File: src/rtl/bus_master_arbiter.sv
// Two-master round-robin arbiter for a single shared bus. It supports single-cycle
// address phases and reads that return data a fixed number of cycles later.
module bus_master_arbiter #(
    parameter int ADDRESS_WIDTH = 32,
    parameter int DATA_WIDTH    = 32,
    parameter int READ_LATENCY  = 1
) (
    input  logic                     clk_i,
    input  logic                     reset_i,
    input  logic                     m0_req_i,
    input  logic                     m0_we_i,
    input  logic [ADDRESS_WIDTH-1:0] m0_addr_i,
    input  logic [DATA_WIDTH-1:0]    m0_wdata_i,
    output logic                     m0_gnt_o,
    output logic                     m0_rvalid_o,
    output logic [DATA_WIDTH-1:0]    m0_rdata_o,
    input  logic                     m1_req_i,
    input  logic                     m1_we_i,
    input  logic [ADDRESS_WIDTH-1:0] m1_addr_i,
    input  logic [DATA_WIDTH-1:0]    m1_wdata_i,
    output logic                     m1_gnt_o,
    output logic                     m1_rvalid_o,
    output logic [DATA_WIDTH-1:0]    m1_rdata_o,
    output logic [ADDRESS_WIDTH-1:0] address_o,
    output logic                     we_o,
    output logic [DATA_WIDTH-1:0]    data_o,
    input  logic [DATA_WIDTH-1:0]    data_i,
    output logic                     busy_o
);

    typedef enum logic [1:0] {IDLE, ACCESS, WAIT} state_t;

    // WAIT covers the cycles strictly between ACCESS and the sample cycle.
    localparam logic [2:0] LAT_M1 = 3'(READ_LATENCY - 1);

    state_t                   r_state;
    state_t                   w_next_state;
    logic                     r_winner;
    logic                     r_last_grant;
    logic                     r_we;
    logic [ADDRESS_WIDTH-1:0] r_addr;
    logic [DATA_WIDTH-1:0]    r_wdata;
    logic [2:0]               r_cnt;
    logic                     r_rd_pend;
    logic [1:0]               r_rvalid;
    logic [DATA_WIDTH-1:0]    r_rdata0;
    logic [DATA_WIDTH-1:0]    r_rdata1;
    logic                     w_any_req;
    logic                     w_winner;
    logic                     w_sample;

    always_comb begin
        w_next_state = r_state;
        w_any_req    = m0_req_i | m1_req_i;
        // On a tie the master not granted last wins; otherwise the lone requester.
        w_winner     = (m0_req_i & m1_req_i) ? ~r_last_grant : m1_req_i;
        w_sample     = (r_state == IDLE) && r_rd_pend;
        case (r_state)
            IDLE:    if (w_any_req) w_next_state = ACCESS;
            ACCESS:  if (r_we || (LAT_M1 == 3'd0)) w_next_state = IDLE;
                     else                          w_next_state = WAIT;
            WAIT:    if (r_cnt <= 3'd1) w_next_state = IDLE;
            default: w_next_state = IDLE;
        endcase
    end

    always_ff @(posedge clk_i) begin
        if (reset_i) begin
            r_state      <= IDLE;
            r_winner     <= 1'b0;
            r_last_grant <= 1'b1;
            r_we         <= 1'b0;
            r_addr       <= '0;
            r_wdata      <= '0;
            r_cnt        <= 3'd0;
            r_rd_pend    <= 1'b0;
            r_rvalid     <= 2'b00;
            r_rdata0     <= '0;
            r_rdata1     <= '0;
        end else begin
            r_state   <= w_next_state;
            // A read's data is due in the first IDLE cycle after ACCESS/WAIT.
            r_rd_pend <= (r_state != IDLE) && (w_next_state == IDLE) && !r_we;
            r_rvalid  <= 2'b00;
            if (w_sample) begin
                r_rvalid[r_winner] <= 1'b1;
                if (r_winner) r_rdata1 <= data_i;
                else          r_rdata0 <= data_i;
            end
            if ((r_state == IDLE) && w_any_req) begin
                r_winner     <= w_winner;
                r_last_grant <= w_winner;
                r_we         <= w_winner ? m1_we_i    : m0_we_i;
                r_addr       <= w_winner ? m1_addr_i  : m0_addr_i;
                r_wdata      <= w_winner ? m1_wdata_i : m0_wdata_i;
            end
            if (r_state == ACCESS) begin
                r_cnt <= LAT_M1;
            end else if ((r_state == WAIT) && (r_cnt != 3'd0)) begin
                r_cnt <= r_cnt - 3'd1;
            end
        end
    end

    assign m0_gnt_o    = (r_state == ACCESS) && !r_winner;
    assign m1_gnt_o    = (r_state == ACCESS) &&  r_winner;
    assign m0_rvalid_o = r_rvalid[0];
    assign m1_rvalid_o = r_rvalid[1];
    assign m0_rdata_o  = r_rdata0;
    assign m1_rdata_o  = r_rdata1;
    assign address_o   = r_addr;
    assign data_o      = r_wdata;
    assign we_o        = (r_state == ACCESS) && r_we;
    assign busy_o      = (r_state != IDLE);

endmodule
File: config.mk
export PLATFORM = sky130hd
export DESIGN_NAME = bus_master_arbiter
export DESIGN_NICKNAME = d
export VERILOG_FILES = /design/src/rtl/bus_master_arbiter.sv
export SDC_FILE = /design/constraint.sdc
export NUM_CORES = 1
export LEC_CHECK = 0
export ABC_AREA = 1
export BUFFER_PORTS_ARGS = -buffer_cell sky130_fd_sc_hd__buf_2
export CAP_MARGIN = 20
export CORE_MARGIN = 5
export CORE_UTILIZATION = 35
export DETAILED_ROUTE_END_ITERATION = 7
export SYNTH_ARGS = -nofsm -noshare
export SYNTH_HDL_FRONTEND = slang
export SYNTH_SLANG_ARGS = --single-unit
File: constraint.sdc
create_clock -name clk_i -period 1.2 [get_ports clk_i]
set_input_delay 0.12 -clock clk_i [delete_from_list [all_inputs] [get_ports clk_i]]
set_output_delay 0.12 -clock clk_i [all_outputs]
set_load 0.005 [all_outputs]
After elaboration in Yosys (flattened, before gate mapping). Index checks and enable logic that the tools add are counted.

Eq/ne operators: 2. Mux-type cells: 9. $add $sub $neg: 1. $lt $le $gt $ge: 3. Bitwise operators: 5. Reductions and logical operators: 19.

Operator list (number): 2-to-1 mux 32 bit (2); logical AND 1 bit (9); logical NOT 2 bit (2); 2-to-1 mux 2 bit (2); one-hot mux 2 bit (2 select lines) (1); AND reduction 2 bit (2); OR reduction 2 bit (2); <= comparator 3 x 1 -> 1 bit, second input constant (1); 2-to-1 mux 1 bit (3); NOT 1 bit (3); nonzero test 3 bit (1); subtractor 3 x 1 -> 3 bit, second input constant (1); == test 2 x 1 -> 1 bit, second input constant (1); == test 2 bit, second input constant (1); logical NOT 1 bit (2); < comparator 1 x 2 -> 1 bit, second input constant (1); nonzero test 2 bit (1); AND 1 bit (1); demux 1 bit (select 1 bit) (1); greater-or-equal comparator 1 bit, second input constant (1); bitwise OR 1 bit (1).

Bits in registers: 139.

Logic depth before layout (Yosys ltp). Gate-level depths: netlist (run 1).

Word-level depth: 6. Depth in mapped cells: 8.

Worst setup path before layout (run 1). Ideal clock, no wire load.

Path type: register -> register. Start: reg r_state[1]. End: reg r_addr[3], in the netlist address_o[3]. Path slack: 52 ps. Setup time: 112 ps. Arrival time: 1037 ps. Clock period less this slack: 1148 ps. Cell stages (with the launch flop): 9. Path through: dfxtp_1 inv_1 nand2_1 nor2_2 buf_6 buf_6 nand2_1 nor2_1 nor2_1.

Word-level cells in the longest chain between the ends: 2.

RTL lines: start, declared (RTL line 36) `state_t r_state;`; start signal, assigned (RTL line 81) `r_state <= w_next_state;`; logical NOT 2 bit (RTL line 90) `if ((r_state == IDLE) && w_any_req) begin`; logical AND 1 bit (RTL line 90); end signal, assigned (RTL line 94) `r_addr <= w_winner ? m1_addr_i : m0_addr_i;`; end, declared (RTL line 41) `logic [ADDRESS_WIDTH-1:0] r_addr;`.

No other way between the ends. A chain may end at the register's enable or synchronous reset.

Final worst setup path (run 1).
Start: reg r_state[0]. End: reg r_rdata1[25], in the netlist m1_rdata_o[25].

Word-level cells in the longest chain between the ends: 3.

RTL lines: logical NOT 2 bit (RTL line 57) `w_sample = (r_state == IDLE) && r_rd_pend;`; logical AND 1 bit (RTL line 57); AND reduction 2 bit (no line); end signal, assigned (RTL line 87) `if (r_winner) r_rdata1 <= data_i;`; end, declared (RTL line 47) `logic [DATA_WIDTH-1:0] r_rdata1;`.

No other way between the ends.

==> results of run 1 <==
-- final timing paths --
check / start / endpoint / slack, ns / cells after the start
max: r_state[0] / m1_rdata_o[25] / -0.09 / 7
min: m1_addr_i[17] / address_o[17] / 0.03 / 5
max reg2reg: r_state[0] / m1_rdata_o[25] / -0.09 / 7
min reg2reg: r_cnt[0] / r_cnt[0] / 0.48 / 2
-- placed cells by master (no fill, tap or decap), types with 3 or more instances in the layout --
cell / count
buf_6: 9
nand3_1: 67
buf_4: 16
dfxtp_1: 134
nor2_1: 261
nand2_4: 5
bufinv_16: 3
a21oi_1: 4
nand2_2: 8
nor2_2: 9
a21boi_0: 48
dlygate4sd3_1: 32
buf_2: 298
clkbuf_8: 3
clkinvlp_4: 3
buf_12: 15
nand2_1: 332
clkbuf_16: 22
a21boi_1: 17
inv_1: 139
ha_1: 3
dfxtp_2: 5
-- metrics by stage --
step                      std cells  power [uW]  utilization  setup WS, ns
after floorplan                1112        6382            -       0.05188
after global placement         1637        7328       0.4522      -0.01191
after detailed placement       1637        7351       0.4522      -0.04254
after CTS                      1703       12970       0.5027      -0.09005
after global routing           1714       13620       0.5178       -0.1765
final                          1714       12940       0.5178      -0.09461
-- worst max-delay path, delay by kind of cell, from the launching register on --
kind          cells  cell delay [ns]
flops             1             0.33
simple gates      4             0.45
buf+inv           3             0.41
-- cell families (layout without fill, tap and decap cells) --
kind of cell | count (synthesis) | count (layout) | share of synthesized area
DFF | 139 | 139 | 0.4022
buffers and inverters | 212 | 549 | 0.1304
and+or+nand+nor | 687 | 687 | 0.3872
adders and majority gates | 3 | 3 | 0.005426
AOI/OAI and AO/OA | 71 | 71 | 0.07486
-- synthesized netlist by cell type --
cell and instances:
buf_6 7, nor2_1 270, a21oi_1 5, nor2_2 1, inv_1 141, clkbuf_1 24
buf_4 2, o21ai_0 1, dfxtp_1 139, nor2_4 1, nand2_1 344, nand2_2 1
nor3_1 1, buf_2 37, ha_1 3, nand3_1 69, a21boi_1 12, a21boi_0 53
clkinv_1 1
-- sequential cells by signal, summed over array words and instances, names as in the netlist --
register and count:
m0_rdata_o 32, r_rvalid 2, r_we 1, r_rd_pend 1
r_winner 1, address_o 32, data_o 32, r_last_grant 1
m1_rdata_o 32, r_state 2, r_cnt 3
-- layout make-up --
class	instances	area [um2]	area share
multi-input cells	761	3338	0.3312
flip-flops and latches	139	2789	0.2767
repair buffers	376	2474	0.2454
inverters	142	535.5	0.05313
clock buffers	21	470.5	0.04668
well taps	265	331.6	0.03290
clock inverters	10	140.1	0.01390
-- timing repair --
action,CTS,global route
endpoints found under the hold margin,64,0
pin swaps,2,7
endpoints found under the setup margin,58,137
hold buffers,32,0
gates resized for setup,13,37
buffers inserted,3,4
cloned,0,7
-- routing by layer --
layer  up-vias  track usage
li1       3946            -
met1      3163       0.2141
met2       243       0.3063
met3        19      0.06954
met4         0      0.05304
met5         -            0
-- report_power, final --
group          internal (uW)  switching, uW
logic                   1120           1280
registers               4920            152
clock network           3430           2040
total                   9470           3470
==> impl_metrics.env, run 1 <==
export IMPL_core_area_um2=19460
export IMPL_syn_avg_cell_area_um2=6.222
export IMPL_ios=300
export IMPL_drc_errors=0
export IMPL_fp_dieH_um=150.6
export IMPL_status="complete, but fails checks"
export IMPL_syn_nets=1281
export IMPL_ant_nets=0
export IMPL_via_count=7371
export IMPL_clock_path_buffers=2
export IMPL_crit_path_top_delay_cell="dfxtp_2"
export IMPL_worstMarginPinSlew_ns=0.2827
export IMPL_wl_um=22080
export IMPL_ys_seq_elements=139
export IMPL_track_usage=0.1813
export IMPL_synthToLayoutAreaGrowth_pct=45.66
export IMPL_critPathLaunchType="flip-flop"
export IMPL_grt_overflow_total=0
export IMPL_synth_distinct_cells=19
export IMPL_wl_per_cell_um=12.88
export IMPL_worstPathMaxFanout=7
export IMPL_start_util=0.3555
export IMPL_finalCriticalPeriod_ns=1.295
export IMPL_top_layer="met4"
export IMPL_p_per_area_nw_per_um2=1284
export IMPL_tns_ns=-4.172
export IMPL_violations="setup timing"
export IMPL_clock_latency_ns=0.41
export IMPL_max_cap_viol_count=0
export IMPL_cts_max_level=4
export IMPL_numCtsBuffers=17
export IMPL_endpoint_kind="flip-flop"
export IMPL_grt_pass1_wl_um=33170
export IMPL_relSlewSlack=0.8115
export IMPL_critical_path_class="reg2reg"
export IMPL_clock_sinks=139
export IMPL_dieArea_um2=22680
export IMPL_viasPerCell=4.300
export IMPL_setup_ws_ns=-0.09461
export IMPL_wl_met2_um=10480
export IMPL_cp_arrival_ns=1.60
export IMPL_port_buffers=299
export IMPL_grt_pass1_vias=6743
export IMPL_grt_antenna_before_repair=0
export IMPL_nNetsFinal=1606
export IMPL_yosysTopAreaCell="dfxtp_1"
export IMPL_drt_pass1_iter_count=6
export IMPL_rows=51
export IMPL_synth_area_leaders="dfxtp_1 40%, nand2_1 19%, nor2_1 15%"
export IMPL_die_w_um=150.6
export IMPL_dpl_instance_area_um2=8801
export IMPL_maxSlewViolCount=0
export IMPL_fin_crit_sh=1.079
export IMPL_finalSetupViolations=125
export IMPL_grt_max_degree=66
export IMPL_layout_drive_gt1_share=0.2823
export IMPL_seq_area_frac_synth=0.4022
export IMPL_dr_wl_met3_um=2155
export IMPL_holdCritPathClass="in2reg"
export IMPL_tritoncts="done"
export IMPL_fin_hold_ws_ns=0.03339
export IMPL_syn_cell_area_um2=6919
export IMPL_wl_met1_um=9160
export IMPL_netlist_area_leader_share=0.4022
export IMPL_final_area_um2=10080
export IMPL_cpPeakStageDelay_ns=0.33
export IMPL_grt_setup_unrepaired="yes"
export IMPL_skew_ns=0.009721
export IMPL_hpwl_um=15400
export IMPL_peakVddDrop_uv=897.0
export IMPL_crit_path_cell_trace="buf_6, nor2_4, nand3_4, buf_6, clkbuf_16, nor2_1, nor2_1"
export IMPL_fmax_mhz=772.4
export IMPL_cts_root_buf="clkbuf_16"
export IMPL_cts_reportedPaths_clkPinSlew_ns=0.06
export IMPL_place_congestion=0.8073
export IMPL_first_iter_violations=251
export IMPL_hold_viol_final=0
export IMPL_num_fill_cells=1985
export IMPL_required_ns=1.50
export IMPL_syn_inst=1112
export IMPL_n_antenna_cell=0
export IMPL_p_leak_uw=0.005643
export IMPL_yosys_warnings=0
No activity file was read; power rests on OpenSTA's default activity.
==> run 2: changes to the inputs <==
Settings changed: BUFFER_PORTS_ARGS -buffer_cell sky130_fd_sc_hd__buf_2 to not set, CELL_PAD_IN_SITES_DETAIL_PLACEMENT set to 0, CELL_PAD_IN_SITES_GLOBAL_PLACEMENT set to 1, DONT_BUFFER_PORTS set to 1, HOLD_SLACK_MARGIN set to 0.02, PLACE_DENSITY_LB_ADDON set to 0.1.
==> impl_metrics.env, run 2 (synthesis gave the netlist of run 1 again) <==
export IMPL_mostFrequentLayoutCell="nand2_1"
export IMPL_core_area_um2=19460
export IMPL_p_per_area_nw_per_um2=1343
export IMPL_r2r_start="r_state[0]"
export IMPL_clock_path_buffers=2
export IMPL_endpoint_kind="flip-flop"
export IMPL_wl_per_cell_um=14.73
export IMPL_finalSetupViolations=85
export IMPL_cts_root_buf="clkbuf_16"
export IMPL_die_w_um=150.6
export IMPL_status="complete, but fails checks"
export IMPL_rows=51
export IMPL_tns_ns=-3.316
export IMPL_worstMarginPinSlew_ns=0.3597
export IMPL_critPathLaunchType="flip-flop"
export IMPL_fp_dieH_um=150.6
export IMPL_ios=300
export IMPL_hold_viol_final=39
export IMPL_drc_errors=0
export IMPL_hpwl_um=14250
export IMPL_grtUsageMet1=0.2076
export IMPL_layout_drive_gt1_share=0.1185
export IMPL_track_usage=0.1759
export IMPL_cp_startpoint="r_state[0]"
export IMPL_p_leak_uw=0.004560
export IMPL_maxSlewViolCount=0
export IMPL_place_congestion=0.7670
export IMPL_mostFrequentLayoutCells="310 x nand2_1, 244 x nor2_1, 139 x inv_1, 133 x dfxtp_1, 103 x dlygate4sd3_1"
export IMPL_viasPerCell=4.365
export IMPL_endpoint="address_o[4]"
export IMPL_grt_pass1_vias=6020
export IMPL_drt_pass1_iter_count=4
export IMPL_stdcell_count=1482
export IMPL_fin_hold_ws_ns=-0.04371
export IMPL_setup_ws_ns=-0.07515
export IMPL_via_count=6469
export IMPL_cp_arrival_ns=1.58
export IMPL_grtUsageMet2=0.2877
export IMPL_synthToLayoutAreaGrowth_pct=35.46
export IMPL_max_cap_viol_count=0
export IMPL_violations="hold timing, setup timing"
export IMPL_grt_overflow_total=0
export IMPL_skew_ns=0.01035
export IMPL_clock_sinks=139
export IMPL_finalCriticalPeriod_ns=1.275
export IMPL_clock_latency_ns=0.41
export IMPL_first_iter_violations=211
export IMPL_peakVddDrop_uv=852.6
export IMPL_start_util=0.3555
export IMPL_holdCritPathClass="in2reg"
export IMPL_nNetsFinal=1371
export IMPL_critical_path_class="reg2reg"
export IMPL_grt_max_degree=133
export IMPL_dpl_cell_count=1332
export IMPL_dieArea_um2=22680
export IMPL_worstPathMaxFanout=8
export IMPL_cts_reportedPaths_clkPinSlew_ns=0.06
export IMPL_grt_busiest_layer="met2"
export IMPL_relSlewSlack=0.7581
export IMPL_cts_max_level=4
export IMPL_fin_crit_sh=1.063
export IMPL_r2r_setup_slack_ns=-0.08
export IMPL_grt_pass1_wl_um=31780
export IMPL_wl_um=21830
export IMPL_grt_setup_unrepaired="yes"
export IMPL_required_ns=1.50
export IMPL_reg2reg_to="address_o[4]"
export IMPL_r2r_cells=8
export IMPL_fmax_mhz=784.2
export IMPL_tritoncts="done"
export IMPL_port_buffers=0
export IMPL_grt_antenna_before_repair=2
export IMPL_grtUsageMet3=0.08669
export IMPL_numCtsBuffers=17
export IMPL_ant_nets=0
[run 2: cell count changes in the layout (fill, tap and decap cells not counted), moves of 9 or more]
cell,change
buf_2,-298
dlygate4sd3_1,+71
nand2_1,-22
nor2_1,-17
nand2_2,+17
nor2_2,+9
[run 2: final cells by class]
| type | instances | area (um2) |
|---|---|---|
| repair buffers | 141 | 1580 |
| well taps | 265 | 331.6 |
| clock buffers | 19 | 432.9 |
| fillers | 2051 | 10090 |
| flip-flops and latches | 139 | 2795 |
| clock inverters | 13 | 166.4 |
| diodes | 2 | 5.005 |
| inverters | 142 | 540.5 |
| multi-input cells | 761 | 3521 |
[run 2: repair_timing]
| action | in CTS | in global routing |
|---|---|---|
| buffers inserted | 0 | 6 |
| hold endpoints to repair | 139 | 65 |
| endpoints found under the setup margin | 83 | 132 |
| pin swaps | 1 | 32 |
| hold buffers | 88 | 15 |
| resized for setup | 16 | 88 |
| cloned | 0 | 7 |
[run 2: metrics by stage]
stage                       util  cell area (um2)  hold WS [ns]  total power [uW]  setup WS [ns]
after global placement    0.3716             7232        0.1928              6732       -0.03602
final                     0.4816             9373      -0.04371             12590       -0.07515
after detailed placement  0.3716             7232        0.1942              6742       -0.05689
after global routing      0.4816             9373      -0.03506             13270        -0.1468
after CTS                 0.4506             8770      -0.06706             12490       -0.05932
after floorplan                -             6919        0.1891              6382        0.05188
[run 2: worst min-delay path by stage]
stage,start,depth (start not counted),to
after floorplan,reset_i,1,r_winner
after detailed placement,reset_i,1,r_winner
final,m1_addr_i[11],4,address_o[11]
after global placement,reset_i,1,r_winner
after CTS,m1_req_i,3,address_o[10]
after global routing,m1_req_i,3,data_o[25]
[run 2: worst max-delay path, stage by stage, from the launching register on]
cell and delay [ns]:
dfxtp_4 0.37, inv_4 0.06, nand2_4 0.06, nor2_4 0.16, buf_12 0.16, clkbuf_16 0.17
nand2_4 0.05, nor2_4 0.09, nor2_1 0.04
[run 2: per-layer routing]
metal | wire (um) | part of all wire | vias to the layer above
li1 | - | - | 3490
met1 | 8888 | 0.41 | 2765
met2 | 10620 | 0.49 | 202
met3 | 2137 | 0.098 | 12
met4 | 183 | 0.0084 | 0
met5 | 0 | 0 | -
[run 2: where the power goes]
part | switching [uW] | leakage [uW] | internal [uW]
clock | 2110 | 0.000284 | 3290
sequential | 289 | 0.00114 | 4920
combinational | 1050 | 0.00313 | 927
total | 3450 | 0.00456 | 9130
